==> src/rtl/goose_pkg.sv <==
// Shared constants, state encoding and small helpers for the spinning-goose
// animation controller.
package goose_pkg;

  typedef enum logic [1:0] {
    IDLE   = 2'd0,
    SPIN   = 2'd1,
    SETTLE = 2'd2
  } goose_state_e;

  localparam int H_ACTIVE  = 640;
  localparam int V_ACTIVE  = 480;
  localparam int SPRITE_PX = 256;
  localparam int X_MAX     = H_ACTIVE - SPRITE_PX;
  localparam int Y_MAX     = V_ACTIVE - SPRITE_PX;
  localparam int X_RST     = 192;
  localparam int Y_RST     = 112;

  // Terminal count of the frame divider: advance every 8/4/2/1 ticks.
  function automatic logic [2:0] div_limit(input logic [1:0] speed);
    logic [2:0] lim;
    case (speed)
      2'd0:    lim = 3'd7;
      2'd1:    lim = 3'd3;
      2'd2:    lim = 3'd1;
      default: lim = 3'd0;
    endcase
    return lim;
  endfunction

  function automatic logic [2:0] next_frame(input logic [2:0] cur,
                                            input logic [2:0] last);
    logic [2:0] nxt;
    if (cur == last) nxt = 3'd0;
    else             nxt = cur + 3'd1;
    return nxt;
  endfunction

endpackage

==> src/rtl/goose_bounce_axis.sv <==
// One axis of the sprite origin: a position that walks by STEP per enable
// pulse and reflects off 0 and MAX.
module goose_bounce_axis
  import goose_pkg::*;
#(
  parameter int MAX  = X_MAX,
  parameter int RST  = X_RST,
  parameter int STEP = 2
) (
  input  logic       clk,
  input  logic       reset,
  input  logic       en,
  output logic [9:0] pos
);

  logic [9:0]  pos_q, pos_d;
  logic        dir_q, dir_d;
  logic [10:0] pos_w;
  logic [10:0] up_w;
  logic [10:0] dn_w;

  // dir_q = 0 means moving toward MAX, 1 means moving toward 0.
  always_comb begin
    pos_d = pos_q;
    dir_d = dir_q;
    pos_w = {1'b0, pos_q};
    up_w  = pos_w + 11'(STEP);
    dn_w  = pos_w - 11'(STEP);
    if (en) begin
      if (!dir_q) begin
        if (up_w >= 11'(MAX)) begin
          pos_d = 10'(MAX);
          dir_d = 1'b1;
        end else begin
          pos_d = up_w[9:0];
        end
      end else begin
        if (pos_w <= 11'(STEP)) begin
          pos_d = 10'd0;
          dir_d = 1'b0;
        end else begin
          pos_d = dn_w[9:0];
        end
      end
    end
  end

  always_ff @(posedge clk) begin
    if (reset) begin
      pos_q <= 10'(RST);
      dir_q <= 1'b0;
    end else begin
      pos_q <= pos_d;
      dir_q <= dir_d;
    end
  end

  assign pos = pos_q;

endmodule

==> src/rtl/goose_anim_ctrl.sv <==
// Per-frame animation/placement controller: frame tick, rate divider, spin
// state machine, two bouncing axes and the one-cycle pixel-to-cell mapping.
module goose_anim_ctrl
  import goose_pkg::*;
#(
  parameter int NUM_FRAMES  = 4,
  parameter int SCALE_SHIFT = 3,
  parameter int CELLS       = 32,
  parameter int STEP        = 2
) (
  input  logic       clk,
  input  logic       reset,
  input  logic [9:0] pix_x,
  input  logic [9:0] pix_y,
  input  logic       spin,
  input  logic [1:0] speed,
  output logic [2:0] frame_sel,
  output logic [4:0] lut_x,
  output logic [4:0] lut_y,
  output logic       in_sprite
);

  localparam int         SPRITE_W   = CELLS << SCALE_SHIFT;
  localparam logic [2:0] LAST_FRAME = 3'(NUM_FRAMES - 1);

  goose_state_e state_q, state_d;
  logic [2:0]   div_cnt_q, div_cnt_d;
  logic [2:0]   frame_q, frame_d;
  logic         tick;
  logic         advance;
  logic         move_en;
  logic [9:0]   sprite_x;
  logic [9:0]   sprite_y;

  // First line of vertical blanking: all per-frame state changes here so the
  // visible picture never tears.
  assign tick    = (pix_x == 10'd0) && (pix_y == 10'(V_ACTIVE));
  assign advance = tick && (div_cnt_q == div_limit(speed));
  assign move_en = tick && (state_q != IDLE);

  always_comb begin
    state_d   = state_q;
    frame_d   = frame_q;
    div_cnt_d = div_cnt_q;
    if (tick) begin
      div_cnt_d = advance ? 3'd0 : div_cnt_q + 3'd1;
      case (state_q)
        IDLE: begin
          if (spin) state_d = SPIN;
        end
        SPIN: begin
          if (advance) frame_d = next_frame(frame_q, LAST_FRAME);
          if (!spin)   state_d = SETTLE;
        end
        SETTLE: begin
          if (advance) frame_d = next_frame(frame_q, LAST_FRAME);
          // A held button beats the wrap back to rest.
          if (spin)                             state_d = SPIN;
          else if (advance && frame_d == 3'd0)  state_d = IDLE;
        end
        default: begin
          state_d = IDLE;
          frame_d = 3'd0;
        end
      endcase
    end
  end

  always_ff @(posedge clk) begin
    if (reset) begin
      state_q   <= IDLE;
      div_cnt_q <= 3'd0;
      frame_q   <= 3'd0;
    end else begin
      state_q   <= state_d;
      div_cnt_q <= div_cnt_d;
      frame_q   <= frame_d;
    end
  end

  goose_bounce_axis #(
    .MAX  (X_MAX),
    .RST  (X_RST),
    .STEP (STEP)
  ) u_axis_x (
    .clk   (clk),
    .reset (reset),
    .en    (move_en),
    .pos   (sprite_x)
  );

  goose_bounce_axis #(
    .MAX  (Y_MAX),
    .RST  (Y_RST),
    .STEP (STEP)
  ) u_axis_y (
    .clk   (clk),
    .reset (reset),
    .en    (move_en),
    .pos   (sprite_y)
  );

  logic [10:0] dx, dy;
  logic        in_box;
  logic [4:0]  lut_x_q, lut_x_d;
  logic [4:0]  lut_y_q, lut_y_d;
  logic        in_sprite_q, in_sprite_d;

  // Beam left of / above the sprite wraps to a large 11-bit value, so the
  // single unsigned compare also rejects negative offsets.
  always_comb begin
    dx          = {1'b0, pix_x} - {1'b0, sprite_x};
    dy          = {1'b0, pix_y} - {1'b0, sprite_y};
    in_box      = (dx < 11'(SPRITE_W)) && (dy < 11'(SPRITE_W)) &&
                  (pix_x < 10'(H_ACTIVE)) && (pix_y < 10'(V_ACTIVE));
    in_sprite_d = in_box;
    lut_x_d     = in_box ? dx[SCALE_SHIFT+4:SCALE_SHIFT] : 5'd0;
    lut_y_d     = in_box ? dy[SCALE_SHIFT+4:SCALE_SHIFT] : 5'd0;
  end

  always_ff @(posedge clk) begin
    if (reset) begin
      lut_x_q     <= 5'd0;
      lut_y_q     <= 5'd0;
      in_sprite_q <= 1'b0;
    end else begin
      lut_x_q     <= lut_x_d;
      lut_y_q     <= lut_y_d;
      in_sprite_q <= in_sprite_d;
    end
  end

  assign frame_sel = frame_q;
  assign lut_x     = lut_x_q;
  assign lut_y     = lut_y_q;
  assign in_sprite = in_sprite_q;

endmodule
==> config.mk <==
export PLATFORM = sky130hd
export DESIGN_NAME = goose_anim_ctrl
export DESIGN_NICKNAME = d
export VERILOG_FILES = /design/src/rtl/goose_pkg.sv /design/src/rtl/goose_bounce_axis.sv /design/src/rtl/goose_anim_ctrl.sv
export SDC_FILE = /design/constraint.sdc
export NUM_CORES = 1
export LEC_CHECK = 0
export CAP_MARGIN = 20
export CORE_UTILIZATION = 45
export DETAILED_ROUTE_END_ITERATION = 10
export GPL_TIMING_DRIVEN = 0
export HOLD_SLACK_MARGIN = 0.08
export PLACE_DENSITY = 0.66
export SYNTH_ARGS = -nofsm -noshare
export SYNTH_HDL_FRONTEND = slang
export SYNTH_HIERARCHICAL = 1
export SYNTH_SLANG_ARGS = --single-unit
==> constraint.sdc <==
create_clock -name clk -period 3 [get_ports clk]
set_input_delay 0.45 -clock clk [delete_from_list [all_inputs] [get_ports clk]]
set_output_delay 0.45 -clock clk [all_outputs]
set_load 0.01 [all_outputs]
### Word level (Yosys, flattened, before mapping)

Cells that the tools add are included.

| operators by class | value |
|---|---|
| reductions and logical operators | 15 |
| multiplexer cells | 24 |
| add/sub/neg operators | 8 |
| $lt $le $gt $ge | 8 |
| bitwise operators | 2 |
| eq/ne operators | 10 |

Operators by type and width:

| kind | count |
|---|---|
| 2-to-1 mux 10 bit | 6 |
| adder 10 x 2 -> 11 bit (second input constant) | 2 |
| less-than comparator 11 x 9 -> 1 bit (second input constant) | 2 |
| subtractor 10 x 10 -> 11 bit | 2 |
| less-or-equal comparator 10 x 2 -> 1 bit (second input constant) | 2 |
| subtractor 10 x 2 -> 10 bit (second input constant) | 2 |
| one-hot mux 3 bit (3 select lines) | 2 |
| 2-to-1 mux 3 bit | 5 |
| greater-or-equal comparator 11 x 8 -> 1 bit (second input constant) | 1 |
| greater-or-equal comparator 11 x 9 -> 1 bit (second input constant) | 1 |
| == test 10 x 9 -> 1 bit (second input constant) | 1 |
| logical NOT 10 bit | 1 |
| less-than comparator 10 bit (second input constant) | 1 |
| less-than comparator 10 x 9 -> 1 bit (second input constant) | 1 |
| 2-to-1 mux 2 bit | 4 |
| logical AND 1 bit | 7 |
| adder 3 x 1 -> 3 bit (second input constant) | 2 |
| 2-to-1 mux 1 bit | 6 |
| one-hot mux 2 bit (3 select lines) | 1 |
| == test 2 x 1 -> 1 bit (second input constant) | 2 |
| == test 2 bit (second input constant) | 2 |
| logical NOT 2 bit | 2 |
| inequality test 2 bit (second input constant) | 2 |
| AND reduction 4 bit | 1 |
| other kinds (8) | 9 |

| storage, ports and cells | value |
|---|---|
| bits in registers | 41 |
| logic and storage cells | 77 |
| bits of input ports | 25 |
| output and inout port bits | 14 |

### Logic depth before layout (Yosys ltp)

Gate-level depths: netlist of run 1.

| logic depth | value |
|---|---|
| word-level depth | 12 |
| depth in mapped cells | 10 |
| gate-level depth less buffers | 9 |

### Hierarchy

Netlist of run 1, hierarchy kept.

Modules (own cells, without submodules):

| module | times used | area each (um2) | sequential area each (um2) | cells each |
|---|---|---|---|---|
| goose_anim_ctrl | 1 | 1734.2 | 380.4 | 213 |
| goose_bounce_axis (u_axis_y) | 1 | 889.6 | 200.2 | 112 |
| goose_bounce_axis (u_axis_x) | 1 | 859.6 | 200.2 | 115 |

### Least setup slack after synthesis of run 1

OpenSTA, ideal clock, no wires.

| timing | value |
|---|---|
| path type | input to register |
| from | input port pix_x[0] |
| to | register u_axis_x.pos_q[6] (netlist: u_axis_x/pos[6]) |
| setup time | 87 ps |
| slack | 580 ps |
| buffers on the path | 1 |
| cell stages on the path | 10 |
| data required time | 2913 ps |
| data arrival time | 2333 ps |
| cells stage by stage | nor4_2 nand2_1 or3_1 nor2_1 clkbuf_1 nor2b_1 nand2_1 o41ai_1 a221oi_1 o31ai_1 |

| between the ends | value |
|---|---|
| longest elaborated chain between the ends | 3 |

RTL lines:

| what | RTL line | source |
|---|---|---|
| start, declared | goose_anim_ctrl.sv:13 | `input logic [9:0] pix_x,` |
| logical NOT 10 bit | goose_anim_ctrl.sv:37 | `assign tick = (pix_x == 10'd0) && (pix_y == 10'(V_ACTIVE));` |
| logical AND 1 bit | goose_anim_ctrl.sv:37 |  |
| logical AND 1 bit | goose_anim_ctrl.sv:39 | `assign move_en = tick && (state_q != IDLE);` |
| named net move_en | goose_anim_ctrl.sv:31 | `logic move_en;` |
| end signal, assigned | goose_bounce_axis.sv:50 | `pos_q <= 10'(RST);` |
| end signal, assigned | goose_bounce_axis.sv:53 | `pos_q <= pos_d;` |
| end, declared | goose_bounce_axis.sv:16 | `logic [9:0] pos_q, pos_d;` |

The timed path passes the listed nets, and every way through them passes these cells.
A chain may end at the register's enable or synchronous reset.

### Worst setup path in the final report of run 1

| timing | value |
|---|---|
| from | input port pix_x[9] |
| to | register u_axis_x.pos_q[6] (netlist: u_axis_x/pos[6]) |

Same word-level chain as after synthesis.

==> results of run 1 <==
==> power by group through the flow <==
stage	sequential (W)	combinational, W	clock, W
finish	0.000524	0.000191	0.000463
global placement	0.000537	0.000186	0
global route	0.000525	0.000211	0.000497
floorplan	0.000535	0.000123	0
CTS	0.000524	0.000190	0.000477
detailed placement	0.000537	0.000189	0
==> cell type report <==
cell class / count / area (sq um)
Clock buffer: 6 / 82.6
Sequential cell: 39 / 781
Timing Repair Buffer: 38 / 380
Buffer: 21 / 123
Multi-Input combinational cell: 344 / 2460
Fill cell: 719 / 3260
Clock inverter: 2 / 35.0
Inverter: 35 / 131
Tap cell: 99 / 124
==> sequential cells by signal (all words and copies together), names as in the netlist <==
| signal | flops |
|---|---|
| u_axis_y/dir_q | 1 |
| lut_y | 5 |
| div_cnt_q | 3 |
| in_sprite | 1 |
| u_axis_y/pos | 9 |
| frame_sel | 3 |
| lut_x | 5 |
| u_axis_x/pos | 9 |
| state_q | 2 |
| u_axis_x/dir_q | 1 |
==> synth_stat cells, types with 3 or more instances <==
| cell | number |
|---|---|
| a21o_1 | 4 |
| xor2_1 | 7 |
| a31oi_1 | 7 |
| inv_1 | 35 |
| nor4_1 | 4 |
| nand3b_1 | 5 |
| nand3_2 | 3 |
| a211o_1 | 3 |
| nand4_1 | 5 |
| a22oi_1 | 4 |
| or4_4 | 3 |
| o211ai_1 | 3 |
| o21a_1 | 6 |
| nand4b_1 | 4 |
| nor3_1 | 22 |
| nor2_1 | 39 |
| a211oi_1 | 3 |
| buf_4 | 5 |
| ha_1 | 31 |
| o22ai_1 | 3 |
| dfxtp_1 | 39 |
| nand3_1 | 4 |
| o21ai_0 | 14 |
| mux2i_1 | 5 |
| clkbuf_1 | 12 |
| o31ai_1 | 7 |
| and2_1 | 5 |
| nand2b_1 | 8 |
| a21oi_1 | 27 |
| or3_1 | 8 |
| and3_1 | 5 |
| nor2b_1 | 4 |
| nand2_1 | 36 |
| o21bai_1 | 3 |
| xnor2_1 | 9 |
==> routing by layer <==
metal | vias up | share of wire
met5 | - | 0
met4 | 0 | 0.0090
met3 | 7 | 0.049
met2 | 94 | 0.48
met1 | 1486 | 0.46
li1 | 1681 | -
==> worst max-delay path: cells and delay by family <==
kind | cells | cell delay, ps
AND/OR/NAND/NOR | 6 | 1320
buffers and inverters | 2 | 720
AO/OA/AOI/OAI | 3 | 490
==> cell families (layout without fill, tap and decap cells) <==
logic type | Yosys count | after routing | share of synthesized area
flip-flops | 39 | 39 | 0.224
AND/OR/NAND/NOR | 173 | 173 | 0.278
buffers and inverters | 57 | 102 | 0.0736
XOR/XNOR | 16 | 16 | 0.0402
other | 2 | 2 | 0.00216
adder cells (fa/ha/maj) | 31 | 31 | 0.111
multiplexers | 6 | 6 | 0.0176
AO/OA/AOI/OAI | 116 | 116 | 0.253
==> metrics by stage <==
step | cell area (sq um) | util | std cells | setup slack (ps)
3_5_place_dp | 3990 | 0.541 | 577 | -431
2_1_floorplan | 3480 | - | 440 | 580
3_3_place_gp | 3990 | 0.541 | 577 | -433
4_1_cts | 4110 | 0.557 | 585 | 3.74
6_report | 4110 | 0.558 | 584 | 228
5_1_grt | 4110 | 0.558 | 584 | 7.97
==> worst max path at each step <==
| stage | endpoint | slack [ps] | start | depth (start not counted) |
|---|---|---|---|---|
| after floorplan | u_axis_x/pos[6] | 580 | pix_x[0] | 10 |
| after global placement | u_axis_x/pos[3] | -430 | pix_x[3] | 11 |
| after detailed placement | u_axis_x/pos[3] | -430 | pix_x[9] | 11 |
| after CTS | u_axis_x/pos[6] | 4 | pix_x[9] | 11 |
| after global routing | u_axis_x/pos[6] | 8 | pix_x[9] | 11 |
| final | u_axis_x/pos[6] | 230 | pix_x[9] | 11 |
==> repair_timing <==
item,CTS,global route
setup endpoints to repair,9,9
hold buffers,0,0
gates resized for setup,1,4
==> summary.md, run 1 <==
| Metric | Value |
|---|---|
| Int Pwr | 0.000883 W |
| WL/cell | 14.2 microns |
| Commonest non-fill, non-tap cells in the layout | dfxtp_1, nor2_1, clkdlybuf4s50_1 |
| Cell Area, Synth | 0.00348 sq mm |
| CTS Buffer Depth | 2 |
| Die width | 90.0 microns |
| Async S/R FF share, synth | 0 |
| Net Switching | 0.000295 W |
| Top Usage Layer GRT | met2 |
| R2R depth | 8 |
| Slew Limit Fails | 0 |
| Gate power share | 0.162 |
| Synth area leaders | dfxtp_1, ha_1, nor2_1 |
| DRT Pass-1 Iters | 5 |
| Worst-path fanout max | 8 |
| Worst skew pair latency | 300 ps |
| Sequential power share | 0.445 |
| Dominant synthesized flop cell | dfxtp_1 |
| CORE AREA | 0.00737 sq mm |
| Register area share after synthesis | 0.224 |
| Fin nets | 540 |
| CP arrival | 2980 ps |
| Hold EP | frame_sel[2] |
| R2r setup slk | 530 ps |
| Clock buffer count from CTS | 5 |
| Outcome | finished clean |
| Post-DRT Antenna Nets | 0 |
| Number of global-route vias before repair | 3,050 |
| Yosys reg bits | 39 |
| Critical Path Source Type | input pin |
| Num rows | 31 |
| WHS Path Cells | 2 |
| DPL Wire Length | 6.44 mm |
| Chip Height | 90.0 microns |
| Mapped Cells | 440 |
| Crit path time final | 2770 ps |
| Met3 GRT Util | 0.0321 |
| Clock root buffer | clkbuf_8 |
| I/O pin count | 39 |
| DR vias | 3,268 |
| CP endpoint kind | flip-flop |
| CTS Sinks | 39 |
| Post-CTS setup buffers | 0 |
| Starting density of the core | 0.473 |
| Top-area cell type share of the netlist area | 0.224 |
| DRT iter0 DRCs | 157 |
| Worst slew pin tran | 485 ps |
| First-pass GRT wire length | 13.9 mm |
| # port buffers | 38 |
| Worst Path Required | 3210 ps |
| Final worst-path cycle share | 0.924 |
| Met2 usage | 0.354 |
| Maximum vdd drop | 0.172 mV |
| Met1 GRT Util | 0.275 |
| RSZ-0062 raised after global routing | false |
| Distinct cells, synth | 80 |
| Synth area leader | dfxtp_1 |
| Clk slew on worst S/H paths | 80 ps |
| Worst reg2reg path endpoint | lut_x[4] |
| Total gr overflow | 0 |
| Share of cells above drive strength 1 | 0.0969 |
| Cell mode on critical path | nand2_1 |
| Worst clock skew | 9.71 ps |
| Worst min path class | flip-flop to flip-flop |
| WS Path Type | input pin to flip-flop |
| H-tree depth | 2 |
| Critical path's largest stage delay | 490 ps |
| Syn Area/Cell | 7.92 sq um |
| Antenna violations before repair | 0 |
| GRT Total Usage | 0.208 |
| Critical hold path startpoint | frame_sel[2] |
| Commonest non-fill, non-tap cell in the layout | dfxtp_1 |
| Clock power share | 0.393 |
| P_leak | 1.50 nW |
| Highest clock rate | 361 MHz |
| Count of final setup violators | 0 |
| Placer congestion estimate | 0.872 |
| Number of synthesized flops with an enable pin | 0 |
| CP Cell Sequence | clkdlybuf4s50_1 -> nor4_2 -> nand2_1 -> or3_1 -> nor2_4 -> clkbuf_2 -> nor2b_2 -> nand2_1 -> o41ai_1 -> a221oi_1 -> o31ai_1 |
| Slowest cell on crit path | clkdlybuf4s50_1 |
| PD cells | 287 mW/mm^2 |
| Syn Nets | 496 |
| Final Hold Viols | 0 |
| Final WL | 8.27 mm |
| Via density | 5.60 |
| R2R Path Start | u_axis_y/pos[1] |
| Die area | 0.00810 sq mm |
| CTS tree | yes |
| Slew Limit Headroom | 0.672 |
| Pwr Total | 0.00118 W |
| TNS Setup | 0 ps |
| Synth Warn # | 6 |
| Antenna fix cells | 0 |
| Max cap viols | 0 |
| Largest net degree at the start of global routing | 13 |
| Area Overhead vs Synth | 18.1% |
| DRC viols | 0 |
| Sw Ratio | 0.251 |
| Hold slack final | 498 ps |
Power figures use the tool's default switching activity.
==> run 2: changes to the inputs <==
Settings changed: CAP_MARGIN 20 to default.
==> results of run 2 <==
No change in the layout: final DEF, timing and power equal those of run 1.
